File: config.mk
export PLATFORM = sky130hd
export DESIGN_NAME = b2c_req_initiator_flat
export DESIGN_NICKNAME = d
export VERILOG_FILES = /design/src/rtl/b2c_req_initiator_if.sv /design/src/rtl/b2c_req_initiator.sv /design/src/flat_wrapper.sv
export SDC_FILE = /design/constraint.sdc
export NUM_CORES = 1
export LEC_CHECK = 0
export BUFFER_PORTS_ARGS = -buffer_cell sky130_fd_sc_hd__buf_2
export CAP_MARGIN = 20
export CORE_MARGIN = 2
export CORE_UTILIZATION = 63
export CTS_BUF_LIST = sky130_fd_sc_hd__clkbuf_4 sky130_fd_sc_hd__clkbuf_8
export DETAILED_ROUTE_END_ITERATION = 10
export PLACE_DENSITY = 0.87
export SLEW_MARGIN = 20
export SYNTH_ARGS = -nofsm -noshare
export SYNTH_HDL_FRONTEND = slang
export SYNTH_SLANG_ARGS = --single-unit
export TNS_END_PERCENT = 20
File: constraint.sdc
create_clock -name clk -period 4.8 [get_ports clk]
set_input_delay 0.96 -clock clk [delete_from_list [all_inputs] [get_ports clk]]
set_output_delay 0.96 -clock clk [all_outputs]
set_load 0.1 [all_outputs]
File: src/rtl/b2c_req_initiator_if.sv
// Signal bundle for the b2C initiator: upstream command stream, req_ack link
// and downstream response stream.
interface b2c_req_initiator_if #(
    parameter int unsigned DATA_W = 32,
    parameter int unsigned RSP_W  = 16
);
    logic              in_vld;
    logic              in_rdy;
    logic [DATA_W-1:0] in_data;
    logic              req;
    logic [DATA_W-1:0] req_data;
    logic              ack;
    logic [RSP_W-1:0]  ack_data;
    logic              rsp_vld;
    logic              rsp_rdy;
    logic [RSP_W-1:0]  rsp_data;
    logic              rsp_err;
    logic              stray_ack;

    modport master (
        input  in_vld, in_data, ack, ack_data, rsp_rdy,
        output in_rdy, req, req_data, rsp_vld, rsp_data, rsp_err, stray_ack
    );

    modport slave (
        output in_vld, in_data, ack, ack_data, rsp_rdy,
        input  in_rdy, req, req_data, rsp_vld, rsp_data, rsp_err, stray_ack
    );
endinterface

File: src/rtl/b2c_req_initiator.sv
// Initiator end of the req_ack link into blockC's b2C port: buffers commands,
// issues one req per command with an ack timeout, returns ack payload or error.
module b2c_req_initiator #(
    parameter int unsigned DATA_W     = 32,
    parameter int unsigned RSP_W      = 16,
    parameter int unsigned FIFO_DEPTH = 4,
    parameter int unsigned TIMEOUT    = 255
) (
    input  logic               clk,
    input  logic               rst_n,
    b2c_req_initiator_if.master bus
);
    localparam int unsigned AW    = $clog2(FIFO_DEPTH);
    localparam int unsigned CNT_W = $clog2(TIMEOUT);
    localparam logic [CNT_W-1:0] CNT_LAST = CNT_W'(TIMEOUT - 1);

    typedef enum logic [1:0] {
        IDLE,
        REQ,
        RSP
    } state_t;

    state_t state, state_nxt;

    logic [DATA_W-1:0] mem [FIFO_DEPTH];
    logic [AW:0]       wr_ptr, rd_ptr;
    logic              full, empty, push, pop;
    logic [DATA_W-1:0] head;

    logic [CNT_W-1:0]  cnt;
    logic              start, done_ack, done_to, rsp_take;

    logic              req_q, rsp_vld_q, rsp_err_q, stray_q;
    logic [DATA_W-1:0] req_data_q;
    logic [RSP_W-1:0]  rsp_data_q;

    // Wrap bit distinguishes full from empty when the index bits match.
    assign empty = (wr_ptr == rd_ptr);
    assign full  = (wr_ptr[AW] != rd_ptr[AW]) && (wr_ptr[AW-1:0] == rd_ptr[AW-1:0]);
    assign push  = bus.in_vld && !full;
    assign pop   = done_ack || done_to;
    assign head  = mem[rd_ptr[AW-1:0]];

    always_ff @(posedge clk) begin
        if (push) begin
            mem[wr_ptr[AW-1:0]] <= bus.in_data;
        end
    end

    always_ff @(posedge clk) begin
        if (rst_n) begin
            wr_ptr <= '0;
            rd_ptr <= '0;
        end else begin
            if (push) begin
                wr_ptr <= wr_ptr + 1'b1;
            end
            if (pop) begin
                rd_ptr <= rd_ptr + 1'b1;
            end
        end
    end

    always_ff @(posedge clk) begin
        if (rst_n) begin
            state <= IDLE;
        end else begin
            state <= state_nxt;
        end
    end

    // Ack is tested before the timeout so an ack in the last allowed cycle wins.
    always_comb begin
        state_nxt = state;
        start     = 1'b0;
        done_ack  = 1'b0;
        done_to   = 1'b0;
        rsp_take  = 1'b0;
        case (state)
            IDLE: begin
                if (!empty) begin
                    state_nxt = REQ;
                    start     = 1'b1;
                end
            end
            REQ: begin
                if (bus.ack) begin
                    state_nxt = RSP;
                    done_ack  = 1'b1;
                end else if (cnt == CNT_LAST) begin
                    state_nxt = RSP;
                    done_to   = 1'b1;
                end
            end
            RSP: begin
                if (bus.rsp_rdy) begin
                    state_nxt = IDLE;
                    rsp_take  = 1'b1;
                end
            end
            default: state_nxt = IDLE;
        endcase
    end

    always_ff @(posedge clk) begin
        if (rst_n) begin
            cnt        <= '0;
            req_q      <= 1'b0;
            req_data_q <= '0;
            rsp_vld_q  <= 1'b0;
            rsp_data_q <= '0;
            rsp_err_q  <= 1'b0;
            stray_q    <= 1'b0;
        end else begin
            if (start) begin
                req_q      <= 1'b1;
                req_data_q <= head;
                cnt        <= '0;
            end else if (state == REQ && !pop) begin
                cnt <= cnt + 1'b1;
            end
            if (done_ack) begin
                req_q      <= 1'b0;
                rsp_vld_q  <= 1'b1;
                rsp_data_q <= bus.ack_data;
                rsp_err_q  <= 1'b0;
            end
            if (done_to) begin
                req_q      <= 1'b0;
                rsp_vld_q  <= 1'b1;
                rsp_data_q <= '0;
                rsp_err_q  <= 1'b1;
            end
            if (rsp_take) begin
                rsp_vld_q <= 1'b0;
            end
            if (bus.ack && state != REQ) begin
                stray_q <= 1'b1;
            end
        end
    end

    assign bus.in_rdy    = !full;
    assign bus.req       = req_q;
    assign bus.req_data  = req_data_q;
    assign bus.rsp_vld   = rsp_vld_q;
    assign bus.rsp_data  = rsp_data_q;
    assign bus.rsp_err   = rsp_err_q;
    assign bus.stray_ack = stray_q;
endmodule

File: src/flat_wrapper.sv
// flat-port wrapper written by rule: the top's interface ports become plain ports
module b2c_req_initiator_flat 
#(
    parameter int unsigned DATA_W     = 32,
    parameter int unsigned RSP_W      = 16,
    parameter int unsigned FIFO_DEPTH = 4,
    parameter int unsigned TIMEOUT    = 255
)
  (clk, rst_n, bus_in_vld, bus_in_data, bus_ack, bus_ack_data, bus_rsp_rdy, bus_in_rdy, bus_req, bus_req_data, bus_rsp_vld, bus_rsp_data, bus_rsp_err, bus_stray_ack);
  b2c_req_initiator_if #(.DATA_W(DATA_W), .RSP_W(RSP_W)) bus_i ();
  input  logic clk;
  input  logic rst_n;
  input wire logic [$bits(bus_i.in_vld)-1:0] bus_in_vld;
  input wire logic [$bits(bus_i.in_data)-1:0] bus_in_data;
  input wire logic [$bits(bus_i.ack)-1:0] bus_ack;
  input wire logic [$bits(bus_i.ack_data)-1:0] bus_ack_data;
  input wire logic [$bits(bus_i.rsp_rdy)-1:0] bus_rsp_rdy;
  output wire logic [$bits(bus_i.in_rdy)-1:0] bus_in_rdy;
  output wire logic [$bits(bus_i.req)-1:0] bus_req;
  output wire logic [$bits(bus_i.req_data)-1:0] bus_req_data;
  output wire logic [$bits(bus_i.rsp_vld)-1:0] bus_rsp_vld;
  output wire logic [$bits(bus_i.rsp_data)-1:0] bus_rsp_data;
  output wire logic [$bits(bus_i.rsp_err)-1:0] bus_rsp_err;
  output wire logic [$bits(bus_i.stray_ack)-1:0] bus_stray_ack;
  assign bus_i.in_vld = bus_in_vld;
  assign bus_i.in_data = bus_in_data;
  assign bus_i.ack = bus_ack;
  assign bus_i.ack_data = bus_ack_data;
  assign bus_i.rsp_rdy = bus_rsp_rdy;
  assign bus_in_rdy = bus_i.in_rdy;
  assign bus_req = bus_i.req;
  assign bus_req_data = bus_i.req_data;
  assign bus_rsp_vld = bus_i.rsp_vld;
  assign bus_rsp_data = bus_i.rsp_data;
  assign bus_rsp_err = bus_i.rsp_err;
  assign bus_stray_ack = bus_i.stray_ack;
  b2c_req_initiator #(.DATA_W(DATA_W), .RSP_W(RSP_W), .FIFO_DEPTH(FIFO_DEPTH), .TIMEOUT(TIMEOUT)) u_core (.clk(clk), .rst_n(rst_n), .bus(bus_i));
endmodule
* Yosys cells after proc, flatten, opt, wreduce, memory -nomap -nowiden
Memories as Yosys holds them, arrays and structs flattened. A register that Yosys moved wholly into a read port is not among the register bits.
Cells that the tools add are included.
** Word-level totals
- Register bits after elaboration :: 36
- Latch bits :: 0
- Memory bits (writable) :: 128
- ROM bits :: 0
- Output and inout port bits :: 53
- Word-level logic and storage cells :: 57
- Memories :: 1
** Operators by class
- Add/sub/neg operators :: 3
- Multipliers :: 0
- Div/mod/pow operators :: 0
- $lt $le $gt $ge :: 0
- Equality and inequality tests :: 10
- Shift operators :: 0
- Muxes and demuxes :: 20
- Bitwise operators :: 0
- Reductions and logical operators :: 14
** Memory list
- u_core.mem :: depth 4, bits a word 32, read ports 1, clocked after Yosys merged registers in 1, wr ports 1, line b2c_req_initiator.sv:25 : logic [DATA_W-1:0] mem [FIFO_DEPTH];
** Operator list (number)
- $mux W1 :: 15
- $add A8 B1 Y8 const B :: 1
- $eq A8 B8 Y1 const B :: 1
- $mux W2 :: 4
- $add A3 B1 Y3 const B :: 2
- $pmux W2 S3 :: 1
- $reduce_or A2 Y1 :: 3
- $logic_and A1 B1 Y1 :: 4
- $ne A2 B2 Y1 const B :: 2
- $eq A3 B3 Y1 :: 1
- $ne A3 B2 Y1 const B :: 1
- $reduce_and A3 Y1 :: 1
- $reduce_or A3 Y1 :: 1
- $eq A2 B1 Y1 const B :: 1
- $eq A2 B2 Y1 :: 1
- $eq A2 B2 Y1 const B :: 1
- $logic_not A1 Y1 :: 2
- $logic_not A2 Y1 :: 1
- $ne A2 B1 Y1 const B :: 1
- $reduce_bool A2 Y1 :: 1
- $logic_or A1 B1 Y1 :: 1
- $ne A1 B1 Y1 :: 1

* Longest topological paths before layout
- Depth in word-level cells :: 7
- Gate-level depth with buffers :: 7
- Mapped depth without buffers :: 6

* Least setup slack after synthesis
Ideal clock, no wire load.
- Kind :: input to register
- Start :: in bus_in_vld
- End :: mem u_core.mem[0][0], enable pin
- Library setup time :: 392 ps
- Arrival :: 2051 ps
- Required time :: 4408 ps
- Setup slack :: 2357 ps
- Stages on the path :: 2
- Path buffers :: 0
- Path through :: o31a_1 and2_1
** Between the ends
- Word-level cells in the longest chain between the ends :: 3
** RTL lines
- from (decl) :: line flat_wrapper.sv:13 : input wire logic [$bits(bus_i.in_vld)-1:0] bus_in_vld;
- $logic_and A1 B1 Y1 :: line b2c_req_initiator.sv:40 : assign push = bus.in_vld && !full;
- $mux W1 :: line b2c_req_initiator.sv:45 : if (push) begin
- $mux W1 (not written as such) :: line b2c_req_initiator.sv:46 : mem[wr_ptr[AW-1:0]] <= bus.in_data;
- to (decl) :: line b2c_req_initiator.sv:25
No other way between the ends.

* Worst setup path after layout
- Start :: reg u_core.rd_ptr[1]
- End :: out bus_in_rdy
** Between the ends
- Word-level cells in the longest chain between the ends :: 3
** RTL lines
- from (decl) :: line b2c_req_initiator.sv:26 : logic [AW:0] wr_ptr, rd_ptr;
- from (signal assigned) :: line b2c_req_initiator.sv:59 : rd_ptr <= rd_ptr + 1'b1;
- $eq A2 B2 Y1 :: line b2c_req_initiator.sv:39 : assign full = (wr_ptr[AW] != rd_ptr[AW]) && (wr_ptr[AW-1:0] == rd_ptr[AW-1:0]);
- $logic_and A1 B1 Y1 :: line b2c_req_initiator.sv:39
- $logic_not A1 Y1 :: line b2c_req_initiator.sv:143 : assign bus.in_rdy = !full;
- to (decl) :: line flat_wrapper.sv:18 : output wire logic [$bits(bus_i.in_rdy)-1:0] bus_in_rdy;
No other way between the ends.

==> summary.md <==
| Metric | Value |
|---|---|
| Internal Power | 2.61 mW |
| DR iter-0 viols | 315 |
| Clock power share | 26.5% |
| Post-DP HPWL | 8620 µm |
| IO buf count | 105 |
| #FFs+latches synth | 196 |
| Initial antenna violation count | 1 |
| Die H | 112 µm |
| Sw frac | 33.4% |
| Io pins | 106 |
| Critical-path maximum fanout | 35 |
| Max_slew headroom | 36.1% |
| Mapped Cells | 493 |
| Die ar. | 0.0126 mm² |
| Setup total negative slack | 0 ps |
| First-pass iteration count of the detailed router | 5 |
| Reg2reg setup slack | 2020 ps |
| Post-Synthesis Cell Area | 0.00738 mm² |
| CTS tree | yes |
| Combinational share of power | 23.1% |
| GRT met2 Usage | 39.0% |
| # H-tree levels | 4 |
| Arr. time, crit path | 2360 ps |
| Fmax | 301 MHz |
| First-pass GRT wire length | 21500 µm |
| Worst VDD drop | 0.368 mV |
| Maxcap violations | 0 |
| CP Launch Type | register |
| Post-synth ARST share | 0% |
| DRT Wirelength | 13400 µm |
| Hold Crit Class | reg2reg |
| CP endpoint kind | primary output |
| Routing usage on met3 | 4.91% |
| Yosys warnings | 0 |
| Total gr overflow | 0 |
| Clk sinks | 196 |
| Final period util | 69.2% |
| Slew @ Worst Pin | 958 ps |
| Sequential share of the synthesized area | 70.5% |
| Post-layout net count | 654 |
| Core area | 0.0114 mm² |
| Vias per cell | 5.66 |
| Status | complete, no violations |
| Final setup vio count | 0 |
| Share of cells above drive strength 1 | 31.8% |
| Post-synth EDFFs | 128 |
| Core Rows | 39 |
| Fin crit period | 3320 ps |
| WHS | 454 ps |
| Unrepaired setup endpoints after global routing | false |
| Clock slew at reported path FFs | 90 ps |
| P_leak | 3.00 nW |
| CTS Buf Count | 17 |
| Top FF cell, synth | edfxtp_1 |
| Final Hold Vio Count | 0 |
| Die width | 112 µm |
| Root Driver | clkbuf_8 |
| Yosys cell types | 44 |
| DRC | 0 |
| Skew final | 10.0 ps |
| Clock Path Buffers | 2 |
| Vias in the first global route | 4300 |
| Post CTS Setup Buffer Count | 0 |
| Routed vias | 4251 |
| Mean post-synth cell area | 15.0 µm² |
| PD cells | 468 mW/mm² |
| RD Place Congestion | 0.761 |
| Grt peak-use layer | met2 |
| Power share of the sequential group | 50.4% |
| Routed wire per std cell | 17.9 µm |
| Slew Limit Fails | 0 |
| Switching power | 1.31 mW |
| WP data required | 3840 ps |
| # resized after CTS | 0 |
| Met1 global-route usage | 27.5% |
| Setup CP Type | reg2out |
| Number of hold buffers added after cts | 0 |
| Area Growth Syn to Fin | 13.3% |
| Antenna Nets Post-Route | 0 |
| Post-Syn Nets | 553 |
| GRT Resource Usage Total | 22.3% |
| Clock Latency Late Sink | 450 ps |
| Initial Util | 64.7% |
| Largest net degree at the start of global routing | 49 |
==> critical path: stages (launching register included) <==
cell     delay (ps)
dfxtp_2         960
xor2_2          240
or3_1           410
buf_2           300
==> power groups by stage <==
stage | combinational (mW) | sequential (mW) | clock [mW]
finish | 0.903 | 1.98 | 1.04
global route | 0.958 | 1.99 | 1.11
CTS | 0.911 | 1.98 | 1.05
detailed placement | 0.909 | 2.01 | 0
global placement | 0.891 | 2.00 | 0
floorplan | 0.315 | 2.45 | 0
==> routing by layer <==
layer / vias to the layer above / part of all wire (%)
met5: - / 0
met4: 0 / 1.4
met3: 17 / 6.0
met2: 154 / 53
met1: 2071 / 40
li1: 2009 / -
==> sequential cells by signal, summed over array words and instances (netlist names) <==
register,cells
u_core.mem,128
u_core.cnt,8
u_core.bus.rsp_err,1
u_core.bus.req_data,32
u_core.rd_ptr,3
u_core.bus.rsp_vld,1
u_core.bus.stray_ack,1
u_core.state,2
u_core.bus.req,1
u_core.bus.rsp_data,16
u_core.wr_ptr,3
==> per-stage QoR <==
step	instance area (µm²)	instances	power, mW	setup slack (ps)	utilization (%)
after floorplan	7380	493	2.76	2360	-
after global placement	7970	718	2.90	1980	69.8
after global routing	8360	750	4.06	1360	73.2
after CTS	8360	750	3.94	1460	73.2
final	8360	751	3.92	1480	73.3
after detailed placement	7970	718	2.92	1960	69.8
==> area by class of cell <==
cell class                      count  area [µm²]
Tap cell                          143         179
Timing Repair Buffer              107         541
Clock buffer                       20         269
Inverter                            7        26.3
Clock inverter                     12         128
Multi-Input combinational cell    265        2010
Antenna cell                        1        2.50
Fill cell                         710        3050
Sequential cell                   196        5210
==> final timing paths <==
kind                                            start                                  end  cells after the start
setup / recovery        u_core.rd_ptr[1]$_SDFFE_PP0P_                           bus_in_rdy                      3
hold reg to reg   u_core.bus.rsp_data[8]$_SDFFE_PP0P_  u_core.bus.rsp_data[8]$_SDFFE_PP0P_                      2
hold / removal    u_core.bus.rsp_data[8]$_SDFFE_PP0P_  u_core.bus.rsp_data[8]$_SDFFE_PP0P_                      2
setup reg to reg        u_core.rd_ptr[1]$_SDFFE_PP0P_           u_core.mem[2][5]$_DFFE_PP_                      3
==> placed cells by master, fill, tap and decap left out, types with 2 or more instances in the layout <==
cell type | synthesis | routed
nor3_1 | 4 | 4
a21oi_1 | 53 | 53
buf_2 | 5 | 105
nand2b_1 | 3 | 3
and2_2 | 0 | 4
bufinv_16 | 0 | 2
edfxtp_1 | 128 | 128
buf_4 | 10 | 2
clkbuf_8 | 0 | 19
dfxtp_2 | 0 | 2
nor2_1 | 17 | 17
o2111ai_1 | 2 | 2
mux2i_1 | 2 | 2
xor2_2 | 2 | 2
o21a_1 | 2 | 2
nand2_1 | 98 | 98
dfxtp_1 | 68 | 66
clkinv_2 | 0 | 5
clkinv_4 | 0 | 2
and3_2 | 2 | 2
and2_1 | 6 | 2
nand3_1 | 2 | 2
nand4_1 | 2 | 2
xor2_1 | 5 | 5
inv_1 | 7 | 7
inv_6 | 0 | 2
ha_1 | 7 | 7
xnor2_1 | 3 | 3
or3_1 | 2 | 2
a211oi_2 | 2 | 2
mux4_2 | 32 | 32
==> synth_stat cells, types with 2 or more instances <==
cell	n	area, µm²
edfxtp_1	128	3840
nand2_1	98	368
dfxtp_1	68	1360
a21oi_1	53	265
mux4_2	32	721
nor2_1	17	63.8
buf_4	10	75.1
clkbuf_1	9	33.8
ha_1	7	87.6
inv_1	7	26.3
and2_1	6	37.5
buf_2	5	25.0
xor2_1	5	43.8
nor3_1	4	20.0
nand2b_1	3	18.8
xnor2_1	3	26.3
a211oi_2	2	25.0
and3_2	2	15.0
mux2i_1	2	20.0
nand3_1	2	10.0
nand4_1	2	12.5
o2111ai_1	2	17.5
o21a_1	2	15.0
o31a_1	2	17.5
or3_1	2	12.5
xor2_2	2	32.5
==> logic make-up (layout without fill, tap and decap cells) <==
group	count (synthesis)	after routing	synth area share, %
flops	196	196	70.5
simple gates	144	144	8.56
compound gates	69	69	5.85
mux	35	35	10.2
buf+inv	32	146	2.32
xor+xnor	10	10	1.39
fa+ha+maj	7	7	1.19
other cells	0	1	0
Power figures use the tool's default switching activity.
